## config.mk

```make
export PLATFORM = sky130hd
export DESIGN_NAME = hazard_ctrl_unit_flat
export DESIGN_NICKNAME = d
export VERILOG_FILES = /design/src/rtl/hazard_ctrl_unit_pkg.sv /design/src/rtl/hazard_ctrl_unit_if.sv /design/src/rtl/hazard_ctrl_unit_scoreboard_stage.sv /design/src/rtl/hazard_ctrl_unit.sv /design/src/flat_wrapper.sv
export SDC_FILE = /design/constraint.sdc
export NUM_CORES = 1
export LEC_CHECK = 0
export CAP_MARGIN = 20
export CELL_PAD_IN_SITES_DETAIL_PLACEMENT = 2
export CELL_PAD_IN_SITES_GLOBAL_PLACEMENT = 2
export CORE_ASPECT_RATIO = 1.4
export CORE_UTILIZATION = 28
export CTS_BUF_LIST = sky130_fd_sc_hd__clkbuf_16
export DETAILED_ROUTE_END_ITERATION = 10
export PLACE_DENSITY = 0.78
export REMOVE_ABC_BUFFERS = 1
export SETUP_SLACK_MARGIN = 0.02
export SLEW_MARGIN = 15
export SYNTH_ARGS = -nofsm -noshare
export SYNTH_HDL_FRONTEND = slang
export SYNTH_SLANG_ARGS = --single-unit
```

## constraint.sdc

```tcl
create_clock -name CLK -period 3 [get_ports CLK]
set_input_delay 0.45 -clock CLK [delete_from_list [all_inputs] [get_ports CLK]]
set_output_delay 0.45 -clock CLK [all_outputs]
set_load 0.03 [all_outputs]
```

## src/rtl/hazard_ctrl_unit_pkg.sv

```systemverilog
// Shared types and constants for the pipeline hazard/flow controller.
// Covers FSM state encodings, shadow scoreboard entries and active-low polarities.
package hazard_ctrl_unit_pkg;

  localparam int unsigned REG_W = 5;

  localparam logic [31:0] NOP_INSTR = 32'h0000_0013;

  // Active-low polarities used across the pipeline
  localparam logic WEN_LOAD          = 1'b0;
  localparam logic WEN_HOLD          = 1'b1;
  localparam logic REGWR_ON          = 1'b0;
  localparam logic REGWR_OFF         = 1'b1;
  localparam logic FF_APPLICABLE     = 1'b0;
  localparam logic FF_NOT_APPLICABLE = 1'b1;

  typedef enum logic [1:0] {
    ST_RUN      = 2'd0,
    ST_MEM_WAIT = 2'd1,
    ST_DRAIN    = 2'd2,
    ST_HALTED   = 2'd3
  } hcu_state_e;

  typedef struct packed {
    logic [REG_W-1:0] rdst;
    logic             wr;
    logic             load;
  } sb_entry_t;

  localparam sb_entry_t SB_INVALID = '{rdst: '0, wr: REGWR_OFF, load: 1'b0};

  // A load still in EX has no data yet, so EX forwarding excludes loads
  function automatic logic ff_applicable(sb_entry_t e, logic excl_load);
    return (e.wr == REGWR_ON && e.rdst != '0 && !(excl_load && e.load))
           ? FF_APPLICABLE : FF_NOT_APPLICABLE;
  endfunction

endpackage

```

## src/rtl/hazard_ctrl_unit_if.sv

```systemverilog
// Bundle between the pipeline datapath (master) and the hazard controller (slave).
interface hazard_ctrl_unit_if #(
  parameter int unsigned CNT_W = 16
);
  logic [hazard_ctrl_unit_pkg::REG_W-1:0] RegAName_D;
  logic [hazard_ctrl_unit_pkg::REG_W-1:0] RegBName_D;
  logic                                   UsesA_D;
  logic                                   UsesB_D;
  logic [hazard_ctrl_unit_pkg::REG_W-1:0] Rdst_D;
  logic                                   RegWrEn_D;
  logic                                   IsLoad_D;
  logic                                   halt_D;
  logic                                   BranchTaken_E;
  logic                                   mem_ready;

  logic                                   pc_hold;
  logic                                   stall_IF_ID;
  logic                                   nop_IF_ID;
  logic                                   stall_ID_EX;
  logic                                   nop_ID_EX;
  logic                                   WEN_EX_MEM;
  logic                                   nop_EX_MEM;
  logic                                   WEN_MEM_WB;
  logic                                   FF_EX_APPLICABLE;
  logic [hazard_ctrl_unit_pkg::REG_W-1:0] FF_EX_Rdst;
  logic                                   FF_MEM_APPLICABLE;
  logic [hazard_ctrl_unit_pkg::REG_W-1:0] FF_MEM_Rdst;
  logic                                   halt_out;
  logic [CNT_W-1:0]                       stall_count;
  logic [CNT_W-1:0]                       flush_count;

  modport master (
    output RegAName_D, RegBName_D, UsesA_D, UsesB_D, Rdst_D, RegWrEn_D,
           IsLoad_D, halt_D, BranchTaken_E, mem_ready,
    input  pc_hold, stall_IF_ID, nop_IF_ID, stall_ID_EX, nop_ID_EX,
           WEN_EX_MEM, nop_EX_MEM, WEN_MEM_WB, FF_EX_APPLICABLE, FF_EX_Rdst,
           FF_MEM_APPLICABLE, FF_MEM_Rdst, halt_out, stall_count, flush_count
  );

  modport slave (
    input  RegAName_D, RegBName_D, UsesA_D, UsesB_D, Rdst_D, RegWrEn_D,
           IsLoad_D, halt_D, BranchTaken_E, mem_ready,
    output pc_hold, stall_IF_ID, nop_IF_ID, stall_ID_EX, nop_ID_EX,
           WEN_EX_MEM, nop_EX_MEM, WEN_MEM_WB, FF_EX_APPLICABLE, FF_EX_Rdst,
           FF_MEM_APPLICABLE, FF_MEM_Rdst, halt_out, stall_count, flush_count
  );
endinterface

```

## src/rtl/hazard_ctrl_unit_scoreboard_stage.sv

```systemverilog
// One shadow scoreboard entry tracking the destination of an in-flight instruction.
module hazard_scoreboard_stage
  import hazard_ctrl_unit_pkg::*;
(
  input  logic      CLK,
  input  logic      RST,
  input  logic      hold,
  input  logic      clear,
  input  sb_entry_t din,
  output sb_entry_t entry
);

  // Updates on the same edge as the pipeline registers it shadows
  always_ff @(negedge CLK or negedge RST) begin
    if (!RST) begin
      entry <= SB_INVALID;
    end else if (clear) begin
      entry <= SB_INVALID;
    end else if (!hold) begin
      entry <= din;
    end
  end

endmodule

```

## src/rtl/hazard_ctrl_unit.sv

```systemverilog
// Hazard and flow controller for the 5-stage pipeline: load-use stalls, branch
// flushes, data-memory freeze, halt drain, forwarding selects and perf counters.
module hazard_ctrl_unit
  import hazard_ctrl_unit_pkg::*;
#(
  parameter int unsigned DRAIN_CYCLES = 3,
  parameter int unsigned CNT_W        = 16
) (
  input logic                CLK,
  input logic                RST,
  hazard_ctrl_unit_if.slave  bus
);

  localparam int unsigned DCNT_W = (DRAIN_CYCLES > 1) ? $clog2(DRAIN_CYCLES + 1) : 1;

  hcu_state_e        state, state_nxt;
  logic [DCNT_W-1:0] dcnt, dcnt_nxt;
  logic [CNT_W-1:0]  stall_cnt, flush_cnt;
  logic              stall_inc, flush_inc;
  logic              frz, load_use;
  logic              pc_hold_c, stall_if_id_c, nop_if_id_c, stall_id_ex_c, nop_id_ex_c;
  logic              wen_c;
  sb_entry_t         ent_d, ent_e, ent_m;

  assign ent_d = '{rdst: bus.Rdst_D, wr: bus.RegWrEn_D, load: bus.IsLoad_D};

  hazard_scoreboard_stage u_sb_e (
    .CLK   (CLK),
    .RST   (RST),
    .hold  (stall_id_ex_c),
    .clear (nop_id_ex_c),
    .din   (ent_d),
    .entry (ent_e)
  );

  hazard_scoreboard_stage u_sb_m (
    .CLK   (CLK),
    .RST   (RST),
    .hold  (wen_c == WEN_HOLD),
    .clear (1'b0),
    .din   (ent_e),
    .entry (ent_m)
  );

  assign load_use = ent_e.load && (ent_e.rdst != '0) &&
                    ((bus.UsesA_D && bus.RegAName_D == ent_e.rdst) ||
                     (bus.UsesB_D && bus.RegBName_D == ent_e.rdst));

  always_ff @(negedge CLK or negedge RST) begin
    if (!RST) begin
      state <= ST_RUN;
      dcnt  <= '0;
    end else begin
      state <= state_nxt;
      dcnt  <= dcnt_nxt;
    end
  end

  // Priority: freeze > branch flush > load-use > halt
  always_comb begin
    state_nxt     = state;
    dcnt_nxt      = dcnt;
    frz           = 1'b0;
    pc_hold_c     = 1'b0;
    stall_if_id_c = 1'b0;
    nop_if_id_c   = 1'b0;
    stall_id_ex_c = 1'b0;
    nop_id_ex_c   = 1'b0;
    stall_inc     = 1'b0;
    flush_inc     = 1'b0;
    case (state)
      ST_RUN, ST_MEM_WAIT: begin
        if (!bus.mem_ready) begin
          frz       = 1'b1;
          stall_inc = 1'b1;
          state_nxt = ST_MEM_WAIT;
        end else begin
          state_nxt = ST_RUN;
          if (bus.BranchTaken_E) begin
            nop_if_id_c = 1'b1;
            nop_id_ex_c = 1'b1;
            flush_inc   = 1'b1;
          end else if (load_use) begin
            pc_hold_c     = 1'b1;
            stall_if_id_c = 1'b1;
            nop_id_ex_c   = 1'b1;
            stall_inc     = 1'b1;
          end else if (bus.halt_D) begin
            state_nxt = ST_DRAIN;
            dcnt_nxt  = DCNT_W'(DRAIN_CYCLES);
          end
        end
      end
      ST_DRAIN: begin
        if (!bus.mem_ready) begin
          frz       = 1'b1;
          stall_inc = 1'b1;
        end else begin
          pc_hold_c   = 1'b1;
          nop_if_id_c = 1'b1;
          if (dcnt <= DCNT_W'(1)) begin
            state_nxt = ST_HALTED;
            dcnt_nxt  = '0;
          end else begin
            dcnt_nxt = dcnt - DCNT_W'(1);
          end
        end
      end
      ST_HALTED: frz = 1'b1;
      default:   state_nxt = ST_RUN;
    endcase
    if (frz) begin
      pc_hold_c     = 1'b1;
      stall_if_id_c = 1'b1;
      stall_id_ex_c = 1'b1;
    end
  end

  assign wen_c = frz ? WEN_HOLD : WEN_LOAD;

  // Saturating performance counters
  always_ff @(negedge CLK or negedge RST) begin
    if (!RST) begin
      stall_cnt <= '0;
      flush_cnt <= '0;
    end else begin
      if (stall_inc && stall_cnt != '1) stall_cnt <= stall_cnt + CNT_W'(1);
      if (flush_inc && flush_cnt != '1) flush_cnt <= flush_cnt + CNT_W'(1);
    end
  end

  // Reset forces the pipeline controls to their idle values immediately
  assign bus.pc_hold           = RST & pc_hold_c;
  assign bus.stall_IF_ID       = RST & stall_if_id_c;
  assign bus.nop_IF_ID         = RST & nop_if_id_c;
  assign bus.stall_ID_EX       = RST & stall_id_ex_c;
  assign bus.nop_ID_EX         = RST & nop_id_ex_c;
  assign bus.WEN_EX_MEM        = RST & wen_c;
  assign bus.WEN_MEM_WB        = RST & wen_c;
  assign bus.nop_EX_MEM        = 1'b0;
  assign bus.FF_EX_APPLICABLE  = ff_applicable(ent_e, 1'b1);
  assign bus.FF_EX_Rdst        = ent_e.rdst;
  assign bus.FF_MEM_APPLICABLE = ff_applicable(ent_m, 1'b0);
  assign bus.FF_MEM_Rdst       = ent_m.rdst;
  assign bus.halt_out          = (state == ST_HALTED);
  assign bus.stall_count       = stall_cnt;
  assign bus.flush_count       = flush_cnt;

endmodule

```

## src/flat_wrapper.sv

```systemverilog
// flat-port wrapper written by rule: the top's interface ports become plain ports
module hazard_ctrl_unit_flat import hazard_ctrl_unit_pkg::*;
#(
  parameter int unsigned DRAIN_CYCLES = 3,
  parameter int unsigned CNT_W        = 16
)
  (CLK, RST, bus_RegAName_D, bus_RegBName_D, bus_UsesA_D, bus_UsesB_D, bus_Rdst_D, bus_RegWrEn_D, bus_IsLoad_D, bus_halt_D, bus_BranchTaken_E, bus_mem_ready, bus_pc_hold, bus_stall_IF_ID, bus_nop_IF_ID, bus_stall_ID_EX, bus_nop_ID_EX, bus_WEN_EX_MEM, bus_nop_EX_MEM, bus_WEN_MEM_WB, bus_FF_EX_APPLICABLE, bus_FF_EX_Rdst, bus_FF_MEM_APPLICABLE, bus_FF_MEM_Rdst, bus_halt_out, bus_stall_count, bus_flush_count);
  hazard_ctrl_unit_if #(.CNT_W(CNT_W)) bus_i ();
  input logic CLK;
  input logic RST;
  input wire logic [$bits(bus_i.RegAName_D)-1:0] bus_RegAName_D;
  input wire logic [$bits(bus_i.RegBName_D)-1:0] bus_RegBName_D;
  input wire logic [$bits(bus_i.UsesA_D)-1:0] bus_UsesA_D;
  input wire logic [$bits(bus_i.UsesB_D)-1:0] bus_UsesB_D;
  input wire logic [$bits(bus_i.Rdst_D)-1:0] bus_Rdst_D;
  input wire logic [$bits(bus_i.RegWrEn_D)-1:0] bus_RegWrEn_D;
  input wire logic [$bits(bus_i.IsLoad_D)-1:0] bus_IsLoad_D;
  input wire logic [$bits(bus_i.halt_D)-1:0] bus_halt_D;
  input wire logic [$bits(bus_i.BranchTaken_E)-1:0] bus_BranchTaken_E;
  input wire logic [$bits(bus_i.mem_ready)-1:0] bus_mem_ready;
  output wire logic [$bits(bus_i.pc_hold)-1:0] bus_pc_hold;
  output wire logic [$bits(bus_i.stall_IF_ID)-1:0] bus_stall_IF_ID;
  output wire logic [$bits(bus_i.nop_IF_ID)-1:0] bus_nop_IF_ID;
  output wire logic [$bits(bus_i.stall_ID_EX)-1:0] bus_stall_ID_EX;
  output wire logic [$bits(bus_i.nop_ID_EX)-1:0] bus_nop_ID_EX;
  output wire logic [$bits(bus_i.WEN_EX_MEM)-1:0] bus_WEN_EX_MEM;
  output wire logic [$bits(bus_i.nop_EX_MEM)-1:0] bus_nop_EX_MEM;
  output wire logic [$bits(bus_i.WEN_MEM_WB)-1:0] bus_WEN_MEM_WB;
  output wire logic [$bits(bus_i.FF_EX_APPLICABLE)-1:0] bus_FF_EX_APPLICABLE;
  output wire logic [$bits(bus_i.FF_EX_Rdst)-1:0] bus_FF_EX_Rdst;
  output wire logic [$bits(bus_i.FF_MEM_APPLICABLE)-1:0] bus_FF_MEM_APPLICABLE;
  output wire logic [$bits(bus_i.FF_MEM_Rdst)-1:0] bus_FF_MEM_Rdst;
  output wire logic [$bits(bus_i.halt_out)-1:0] bus_halt_out;
  output wire logic [$bits(bus_i.stall_count)-1:0] bus_stall_count;
  output wire logic [$bits(bus_i.flush_count)-1:0] bus_flush_count;
  assign bus_i.RegAName_D = bus_RegAName_D;
  assign bus_i.RegBName_D = bus_RegBName_D;
  assign bus_i.UsesA_D = bus_UsesA_D;
  assign bus_i.UsesB_D = bus_UsesB_D;
  assign bus_i.Rdst_D = bus_Rdst_D;
  assign bus_i.RegWrEn_D = bus_RegWrEn_D;
  assign bus_i.IsLoad_D = bus_IsLoad_D;
  assign bus_i.halt_D = bus_halt_D;
  assign bus_i.BranchTaken_E = bus_BranchTaken_E;
  assign bus_i.mem_ready = bus_mem_ready;
  assign bus_pc_hold = bus_i.pc_hold;
  assign bus_stall_IF_ID = bus_i.stall_IF_ID;
  assign bus_nop_IF_ID = bus_i.nop_IF_ID;
  assign bus_stall_ID_EX = bus_i.stall_ID_EX;
  assign bus_nop_ID_EX = bus_i.nop_ID_EX;
  assign bus_WEN_EX_MEM = bus_i.WEN_EX_MEM;
  assign bus_nop_EX_MEM = bus_i.nop_EX_MEM;
  assign bus_WEN_MEM_WB = bus_i.WEN_MEM_WB;
  assign bus_FF_EX_APPLICABLE = bus_i.FF_EX_APPLICABLE;
  assign bus_FF_EX_Rdst = bus_i.FF_EX_Rdst;
  assign bus_FF_MEM_APPLICABLE = bus_i.FF_MEM_APPLICABLE;
  assign bus_FF_MEM_Rdst = bus_i.FF_MEM_Rdst;
  assign bus_halt_out = bus_i.halt_out;
  assign bus_stall_count = bus_i.stall_count;
  assign bus_flush_count = bus_i.flush_count;
  hazard_ctrl_unit #(.DRAIN_CYCLES(DRAIN_CYCLES), .CNT_W(CNT_W)) u_core (.CLK(CLK), .RST(RST), .bus(bus_i));
endmodule
```

* Yosys cells after proc, flatten, opt, wreduce, memory -nomap -nowiden *
Index checks and enable logic that the tools add are counted.

cells by class
  $add $sub $neg = 3
  order comparisons = 1
  equal/unequal tests = 14
  multiplexer cells = 38
  bitwise operators = 7
  reduce and logical (&&, ||, !) cells = 19

operators by type and width
  cell                                                                      number
  16-bit by 1-bit adder with 16-bit output (second input constant)          2
  16-bit inequality test (second input constant)                            2
  2-bit 2-to-1 mux                                                          12
  1-bit 2-to-1 mux                                                          18
  7-bit 2-to-1 mux                                                          2
  5-bit == test                                                             2
  2-bit inequality test (second input constant)                             5
  5-bit nonzero test                                                        2
  1-bit logical AND                                                         9
  1-bit case mux with 2 select lines                                        4
  2-bit case mux with 2 select lines                                        2
  6-bit AND reduction                                                       1
  1-bit bitwise AND                                                         5
  2-bit == test (second input constant)                                     2
  2-bit by 1-bit inequality test with 1-bit output (second input constant)  2
  3-bit AND reduction                                                       1
  3-bit OR reduction                                                        1
  2-bit by 1-bit == test with 1-bit output (second input constant)          1
  2-bit by 1-bit <= comparator with 1-bit output (second input constant)    1
  2-bit logical NOT                                                         1
  1-bit inverter                                                            2
  2-bit nonzero test                                                        1
  2-bit OR reduction                                                        1
  2-bit by 1-bit subtractor with 2-bit output (second input constant)       1
  2 further kinds                                                           2

word-level totals
  bits in registers = 49
  input port bits = 24
  output and inout bits = 53
  word-level logic and storage cells = 91

* Logic depth before layout (Yosys ltp) *
  word-level depth = 10
  gate-level depth with buffers = 8
  gate-level depth less buffers = 7

* By module *
Synthesis repeated with hierarchy kept, for this count alone.

unflattened totals
  cells, all modules = 233
  area total of the unflattened synthesis = 2523.7 um^2

by module, submodules not included
  module                   times used  cells an instance  area an instance (um^2)  sequential area each (um^2)
  hazard_ctrl_unit         1           187                1940.6                   900.9
  hazard_scoreboard_stage  2           23                 291.5                    176.4

==> metrics <==
Final Instance Area 4247 µm²; Fin Setup TNS -20300 ps; Seq/Total Area, Yosys 47.72%; RSZ-0062 raised after global routing yes; Yosys cell types between 40 and 50; Routed WL slightly above 10000 µm; CTS tree yes; Cells after Synth 255; clk root buf clkbuf_16; DRT Pass-1 Iters 4; Leak ~2.1 nW; vias in the first global route 2596; Fill cells between 800 and 900; HPWL Detailed 6275 µm; Initial Utilization approximately 29%; DR WL/cell 20.88 µm; global route overflow 0; row count around 40; top-area cell type share of the netlist area a little under half; vias after detailed routing roughly 2400; top cells by count, synth 47 x dfrtn_1, 36 x nand2_1, 22 x xor2_1; initial antenna violation count 0; GRT Util Overall about a fifth; failing checks setup timing; Final Hold Vio Count 0; final setup fails 57; top cell type by total area after synthesis dfrtn_1; die height 115.5 µm; Placer Congestion 0.7772; syn_area_per_cell 10.10 µm²; DP Worst Slack -900.3 ps; clk_skew 64.72 ps; clock tree sinks 49; cts bufs inserted 5; drt via density ~5.0; CTS clk-pin slew, worst paths 50 ps; Slew Limit Fails 0; min-delay worst type flip-flop to flip-flop; layout cell share with drive strength beyond 1 45.71%; Port-buffer cells 75; Peak supply drop about 0.44 mV; Req. time, crit path 2550 ps; first-pass GRT wire length 14660 µm; critical path endpoint category output port; number of enable flip-flop cells after synthesis 0; die area 9589 µm²; CP arrival 3500 ps; Max clock buf depth 2; most common cell in the netlist dfrtn_1; Final Core Density 47.30%; H-tree levels 2; asr flop ratio synth 100.0%; nets@finish between 400 and 500; CP max FO 4; DR iter-0 viols 95; post-synthesis cell area 2575 µm²; Clk Latency, worst-skew pair approximately 380 ps; YS warnings 0; synth-to-layout area growth 64.92%; Die W 83.05 µm; PD cells 388.5 nW/µm²; FF+latch count, synth 49; WHS roughly 450 ps; core area 8977 µm²; Synth area leaders dfrtn_1 46%, xor2_1 7.5%, xnor2_1 6.1%, nand2_1 5.2%, buf_4 3.8%; Ports 77; Post-synth top flop dfrtn_1; Routed Antenna Nets 0; setup ws final -948.4 ps; register area 1229 µm²; Post-route DRC 0; status complete, but fails checks; startpoint type of the worst setup path flip-flop; placed cell areas 3530 µm²; Max Cap Viol 0; Diodes inserted 0; Crit Path Class flip-flop to output port; multi-input gate area in the final layout 1455 µm²; largest net degree at the start of global routing 21
[layer usage]
layer  wire [µm]  GRT usage (%)
met5           0              0
met4         193          7.241
met3         250          2.493
met2        5733          36.89
met1        4095          23.50
[through the flow]
step | instances | power, mW
floorplan | 240 | 0.8611
global placement | 461 | 1.010
detailed placement | 461 | 1.023
CTS | 481 | 1.616
global route | 492 | 1.709
finish | 492 | 1.650
[critical path, cell delays in order (launching register included)]
cell     delay, ps
dfrtn_1        520
xnor2_2        150
nand4_1        190
o22ai_4        210
a31o_2         230
and3_1         220
buf_6          150
[kinds of logic after synthesis]
kind of cell	after synthesis	synth area share, %
xor+xnor	40	13.61
flops	49	47.72
other cells	1	0.1456
mux	2	0.8746
fa+ha+maj	2	0.9717
buf+inv	28	6.268
compound gates	27	8.893
simple gates	106	21.53
[final cells by class]
| cell class | count | area share [%] |
|---|---|---|
| repair buffers | 135 | 29.11 |
| clock buffers | 5 | 2.946 |
| flip-flops and latches | 49 | 28.93 |
| well taps | 107 | 3.153 |
| inverters | 12 | 1.120 |
| multi-input cells | 179 | 34.27 |
| clock inverters | 5 | 0.4714 |
[power breakdown]
group	internal [mW]	switching, mW
clock	0.307	0.274
combinational	0.166	0.179
sequential	0.693	0.0307
[path summary, 6_finish.rpt]
| path | slack [ps] | cells past startpoint | from | endpoint |
|---|---|---|---|---|
| max in group asynchronous | 960 | 3 | RST | u_core.bus.stall_count[8] |
| setup reg to reg | 590 | 6 | u_core.bus.stall_count[0] | u_core.bus.stall_count[1] |
| setup / recovery | -950 | 6 | u_core.u_sb_e.entry[2] | bus_nop_ID_EX |
| min in group asynchronous | 1410 | 1 | RST | u_core.bus.flush_count[9] |
| hold / removal | 450 | 1 | u_core.bus.stall_count[9] | u_core.bus.stall_count[9] |
| hold reg to reg | 450 | 1 | u_core.bus.stall_count[9] | u_core.bus.stall_count[9] |
[timing repair]
| action | 4_1_cts | 5_1_grt |
|---|---|---|
| setup buffers | 12 | 13 |
| hold buffers | 0 | 0 |
| cloned | 1 | 0 |
| pin swaps | 11 | 12 |
| endpoints found under the setup margin | 57 | 65 |
| resized for setup | 57 | 44 |
[placed cells by master (no fill, tap or decap), types with 4 or more instances in the layout]
master,Yosys,routed
clkbuf_16,0,5
a21oi_1,6,4
nand2_1,36,33
dfrtn_1,47,47
nand4_1,7,7
nor3_4,0,5
xor2_1,22,22
nor2_2,0,7
buf_4,13,76
nor2_4,0,5
nor2_1,20,8
buf_6,1,33
xnor2_1,18,16
o21ai_0,4,4
a22o_1,6,6
clkdlybuf4s50_1,0,19
nor3_2,0,5
inv_1,13,14
nand3_1,10,10
[state kept, by name, summed over array words and instances (netlist names)]
| signal | cells |
|---|---|
| u_core.u_sb_e.entry | 7 |
| u_core.dcnt | 2 |
| u_core.state | 2 |
| u_core.bus.flush_count | 16 |
| u_core.u_sb_m.entry | 6 |
| u_core.bus.stall_count | 16 |
Power figures use the tool's default switching activity.
